File: config.mk
export PLATFORM = sky130hd
export DESIGN_NAME = noc_rr_lock_arb
export DESIGN_NICKNAME = d
export VERILOG_FILES = /design/src/rtl/noc_rr_lock_arb.sv
export SDC_FILE = /design/constraint.sdc
export NUM_CORES = 1
export LEC_CHECK = 0
export CAP_MARGIN = 20
export CORE_UTILIZATION = 63
export DETAILED_ROUTE_END_ITERATION = 7
export GPL_TIMING_DRIVEN = 1
export PLACE_DENSITY = 0.85
export SETUP_SLACK_MARGIN = 0.15
export SLEW_MARGIN = 25
export SYNTH_ARGS = -nofsm -noshare
export SYNTH_HDL_FRONTEND = slang
export SYNTH_SLANG_ARGS = --single-unit
File: constraint.sdc
create_clock -name clk -period 6.6 [get_ports clk]
set_input_delay 1.32 -clock clk [delete_from_list [all_inputs] [get_ports clk]]
set_output_delay 1.32 -clock clk [all_outputs]
set_load 0.02 [all_outputs]
File: src/rtl/noc_rr_lock_arb.sv
// Output-port switch arbiter: multicast-over-unicast class priority, round-robin within class,
// wormhole lock held until tail transfer, with unicast ageing against multicast starvation.

module noc_rr_pick #(
  parameter int N     = 5,
  parameter int RR_EN = 1,
  parameter int PW    = 3
) (
  input  logic [N-1:0]  req_i,
  input  logic [PW-1:0] ptr_i,
  output logic          vld_o,
  output logic [PW-1:0] idx_o
);
  // Scan from the highest offset down so the lowest offset from the pointer is the last (winning) write.
  always_comb begin
    vld_o = 1'b0;
    idx_o = '0;
    for (int off = N - 1; off >= 0; off--) begin
      if (req_i[(((RR_EN != 0) ? int'(ptr_i) : 0) + off) % N]) begin
        vld_o = 1'b1;
        idx_o = PW'((((RR_EN != 0) ? int'(ptr_i) : 0) + off) % N);
      end
    end
  end
endmodule

module noc_rr_lock_arb #(
  parameter int PORT_NUM = 5,
  parameter int RR_EN    = 1,
  parameter int AGE_MAX  = 8
) (
  input  logic                clk,
  input  logic                rst_,
  input  logic [PORT_NUM-1:0] u_req,
  input  logic [PORT_NUM-1:0] m_req,
  input  logic [PORT_NUM-1:0] multab_ct,
  input  logic                flit_fire,
  input  logic                flit_tail,
  output logic [PORT_NUM-1:0] grt,
  output logic                grt_valid,
  output logic                grt_mcast,
  output logic                grt_abort
);
  localparam int PTR_W = $clog2(PORT_NUM);
  localparam int AGE_W = (AGE_MAX == 0) ? 1 : $clog2(AGE_MAX + 1);
  localparam logic [AGE_W-1:0] AGE_TOP = AGE_W'(AGE_MAX);
  localparam logic [PTR_W-1:0] PTR_TOP = PTR_W'(PORT_NUM - 1);
  localparam logic [PORT_NUM-1:0] ONE  = PORT_NUM'(1);

  typedef enum logic {IDLE, HOLD} state_e;

  state_e              state_q, state_d;
  logic [PORT_NUM-1:0] grt_q, grt_d;
  logic                mcast_q, mcast_d;
  logic                abort_q, abort_d;
  logic [PTR_W-1:0]    mptr_q, mptr_d;
  logic [PTR_W-1:0]    uptr_q, uptr_d;
  logic [AGE_W-1:0]    age_q, age_d;

  logic [PORT_NUM-1:0] m_elig;
  logic                m_vld, u_vld, force_u, own_req;
  logic [PTR_W-1:0]    m_idx, u_idx;

  // Contention only masks multicast at arbitration time; an existing lock ignores it.
  assign m_elig  = m_req & ~multab_ct;
  assign force_u = (AGE_MAX != 0) && (age_q == AGE_TOP) && (|u_req);
  assign own_req = mcast_q ? |(grt_q & m_req) : |(grt_q & u_req);

  noc_rr_pick #(.N(PORT_NUM), .RR_EN(RR_EN), .PW(PTR_W)) u_mpick (
    .req_i(m_elig), .ptr_i(mptr_q), .vld_o(m_vld), .idx_o(m_idx)
  );
  noc_rr_pick #(.N(PORT_NUM), .RR_EN(RR_EN), .PW(PTR_W)) u_upick (
    .req_i(u_req),  .ptr_i(uptr_q), .vld_o(u_vld), .idx_o(u_idx)
  );

  always_comb begin
    state_d = state_q;
    grt_d   = grt_q;
    mcast_d = mcast_q;
    abort_d = 1'b0;
    mptr_d  = mptr_q;
    uptr_d  = uptr_q;
    age_d   = age_q;
    case (state_q)
      IDLE: begin
        if (m_vld && !force_u) begin
          state_d = HOLD;
          grt_d   = ONE << m_idx;
          mcast_d = 1'b1;
          mptr_d  = (m_idx == PTR_TOP) ? '0 : m_idx + 1'b1;
          if ((|u_req) && (age_q != AGE_TOP)) age_d = age_q + 1'b1;
        end else if (u_vld) begin
          state_d = HOLD;
          grt_d   = ONE << u_idx;
          mcast_d = 1'b0;
          uptr_d  = (u_idx == PTR_TOP) ? '0 : u_idx + 1'b1;
          age_d   = '0;
        end
      end
      HOLD: begin
        // Tail transfer wins over a coincident withdrawal, so no abort in that case.
        if (flit_fire && flit_tail) begin
          state_d = IDLE;
          grt_d   = '0;
          mcast_d = 1'b0;
        end else if (!own_req) begin
          state_d = IDLE;
          grt_d   = '0;
          mcast_d = 1'b0;
          abort_d = 1'b1;
        end
      end
      default: begin
        state_d = IDLE;
        grt_d   = '0;
        mcast_d = 1'b0;
      end
    endcase
  end

  always_ff @(posedge clk or negedge rst_) begin
    if (!rst_) begin
      state_q <= IDLE;
      grt_q   <= '0;
      mcast_q <= 1'b0;
      abort_q <= 1'b0;
      mptr_q  <= '0;
      uptr_q  <= '0;
      age_q   <= '0;
    end else begin
      state_q <= state_d;
      grt_q   <= grt_d;
      mcast_q <= mcast_d;
      abort_q <= abort_d;
      mptr_q  <= mptr_d;
      uptr_q  <= uptr_d;
      age_q   <= age_d;
    end
  end

  assign grt       = grt_q;
  assign grt_valid = |grt_q;
  assign grt_mcast = mcast_q;
  assign grt_abort = abort_q;
endmodule
==> flow_metrics.tcl <==
set metrics [dict create \
    tritoncts_clock_tree "yes" \
    postSynthCellCount 609 \
    post_syn_area_per_cell_um2 7.63 \
    synth_largest_area_cell "ha_1" \
    htree_num_levels 1 \
    num_antenna_cells 0 \
    rsz0062_at_grt "false" \
    fin_setup_tns_ns 0 \
    drv_slew 0 \
    cts.reportedPaths.clkPinSlew_ns 0.07 \
    grt_met2_use_pct 54.1 \
    critical_path_origin "mptr_q[1]" \
    path_class "reg2reg" \
    io_pins 27 \
    use_met1_pct 49.3 \
    report.final.setup_viol 0 \
    final_global_route_overflow_total 0 \
    netlist_area_um2 4650 \
    worst_clock_skew_ns 0.00658 \
    clock_period_minus_worst_slack_ns 5.74 \
    portBuffers 26 \
    ctsLongestPathBuffers 2 \
    finish.net_count 680 \
    first_pass_grt_wire_length_um 20900 \
    drt-vias-per-instance 6.95 \
    post_cts_resized 0 \
    share_of_final_layout_standard_cells_stronger_than_drive_strength_1_pct 10.1 \
    synth_seq_cells 18 \
    synthTopCellsByCount "51 x nand2_1, 47 x nor2_1, 46 x ha_1" \
    die_area_um2 7730 \
    required_ns 6.78 \
    cp_max_fo 17 \
    yosysSeqAreaShare_pct 9.69 \
    async_flop_share_pct 100 \
    synth_top_cell_area_share_pct 12.4 \
    cap_viol_max_count 0 \
    gp_congestion 0.988 \
    result_of_the_run "finished, final reports clean" \
    wl_per_cell_um 18.4 \
    initial_utilization_pct 66.9 \
    post-synth-top-count-cell "nand2_1" \
    cts.root.buffer_cell "clkbuf_8" \
    core_area_um2 6940 \
    cp-end-kind "register" \
    wirelength_um 13100 \
    groute.layer.met3.usage_pct 3.30 \
    antenna_violating_nets_post_route 0 \
    number_of_filler_cells_placed_in_the_layout 582 \
    slew_headroom_pct 43.9 \
    total_track_usage_pct 33.7 \
    worst_ep_arrival_time_ns 5.92 \
    synth_top_flop_cell "dfrtp_1" \
    layout_overhead_on_the_synthesized_area_pct 6.78 \
    clock_sinks 18 \
    fp-row-count 30 \
    timing.final.crit_share_pct 86.9 \
    pin_count_of_the_biggest_net_entering_global_routing 34 \
    number_of_hold_buffers_added_after_cts 0 \
    ff_to_ff_start "mptr_q[1]" \
    synth.lib_cells_used.distinct 101 \
    post-route-drc-count 0 \
    hold_path.startpoint "age_q[3]" \
    grt-busiest-layer "met2" \
    worstSkewPairLatency_ns 0.26 \
    synth-edff-count 0 \
    dp_hpwl_um 9830 \
    ys_warn_count 0 \
    detail_route.first_pass.iterations 5 \
    hold_path_class "reg2reg" \
    timing.final.hold_violations 0 \
    detailroute.via_count 4938 \
    critical_path.startpoint_type "register" \
    tightestPinTransition_ns 0.838 \
    synth_area_leaders "ha_1 12%, dfrtp_1 9.7%, mux2i_1 5.2%, nand2_1 4.1%, nor2_1 3.8%" \
    antenna_violations_before_repair 0 \
    achievable-frequency_mhz 174 \
    vias_in_the_first_global_route 4346 \
    die_width_um 87.9 \
    postSynthNetCount 674 \
    die_height_um 87.9 \
    dr.first_iter.drc_count 409 \
    cts.repair_timing.setup_buffer_count 0 \
    inserted_clock_buffers 3 \
]
-- routing by layer --
layer | up-vias | part of all wire, %
met4 | 0 | 1.5
met5 | - | 0
met2 | 266 | 44
met3 | 25 | 9.0
met1 | 2308 | 46
li1 | 2339 | -
-- registers in the layout, indices dropped and copies added, names as in the netlist --
| register | flops |
|---|---|
| grt | 5 |
| mptr_q | 3 |
| state_q | 1 |
| grt_mcast | 1 |
| grt_abort | 1 |
| uptr_q | 3 |
| age_q | 4 |
-- logic make-up after synthesis --
family                     synth area share, %
DFF                                       9.69
buffers and inverters                     6.38
adders and majority gates                 12.4
and+or+nand+nor                           25.7
AOI/OAI and AO/OA                         34.7
muxes                                     7.89
xor gates and xnor gates                  3.28
-- critical path, stage by stage, from the launching register on --
cell and delay, ns:
dfrtp_1 0.60, inv_1 0.38, ha_1 0.76, clkinv_1 0.42, ha_1 0.31, inv_1 0.05
ha_1 0.22, and4b_1 0.27, a311oi_2 0.08, or4b_1 0.58, a211oi_2 0.43, inv_1 0.15
a2111oi_2 0.48, a211oi_2 0.14, ha_1 0.23, or3_1 0.36, a31oi_1 0.18
-- cell type report --
cell class | instances | area, µm² | share of cell area [%]
clock buffers | 4 | 55.1 | 1.11
inverters | 39 | 146 | 2.95
multi-input cells | 523 | 3900 | 78.6
flip-flops and latches | 18 | 450 | 9.07
well taps | 96 | 120 | 2.42
repair buffers | 30 | 290 | 5.85
-- stage by stage --
step | hold WS (ns) | setup slack [ns] | util [%] | instances | instance area [µm²]
3_5_place_dp | 0.538 | 0.942 | 70.7 | 706 | 4910
4_1_cts | 0.554 | 0.930 | 71.5 | 710 | 4960
6_report | 0.554 | 0.865 | 71.5 | 710 | 4960
5_1_grt | 0.574 | 0.553 | 71.5 | 710 | 4960
2_1_floorplan | 0.510 | 1.89 | - | 609 | 4650
3_3_place_gp | 0.517 | 1.23 | 70.7 | 706 | 4910
-- final timing paths --
kind / to / slack [ns] / depth (start not counted)
max in group asynchronous: age_q[3] / 4.54 / 1
hold / removal: age_q[3] / 0.55 / 2
setup / recovery: mptr_q[2] / 0.86 / 16
hold reg to reg: age_q[3] / 0.55 / 2
min in group asynchronous: mptr_q[0] / 1.54 / 1
setup reg to reg: mptr_q[2] / 0.86 / 16
-- placed cells by master, fill, tap and decap left out, types with 7 or more instances in the layout --
| cell type | Yosys | final |
|---|---|---|
| nand2_1 | 51 | 51 |
| nor2_1 | 47 | 47 |
| ha_1 | 46 | 46 |
| a21oi_1 | 32 | 32 |
| inv_1 | 31 | 31 |
| o21ai_0 | 26 | 26 |
| clkdlybuf4s50_1 | 0 | 26 |
| mux2i_1 | 24 | 24 |
| nand2b_1 | 21 | 21 |
| nand3_1 | 21 | 21 |
| dfrtp_1 | 18 | 18 |
| o211ai_1 | 13 | 13 |
| nor3_1 | 11 | 11 |
| and2_1 | 11 | 11 |
| xnor2_1 | 10 | 10 |
| nor2b_1 | 9 | 9 |
| mux2_2 | 8 | 8 |
| a211oi_2 | 8 | 8 |
| a31oi_1 | 7 | 7 |
| o21a_1 | 7 | 7 |
| a21o_1 | 7 | 7 |
| o31ai_1 | 7 | 7 |
Power is not shown: default switching activity piles up to over one toggle a cycle in this logic, so the estimate is an artifact.
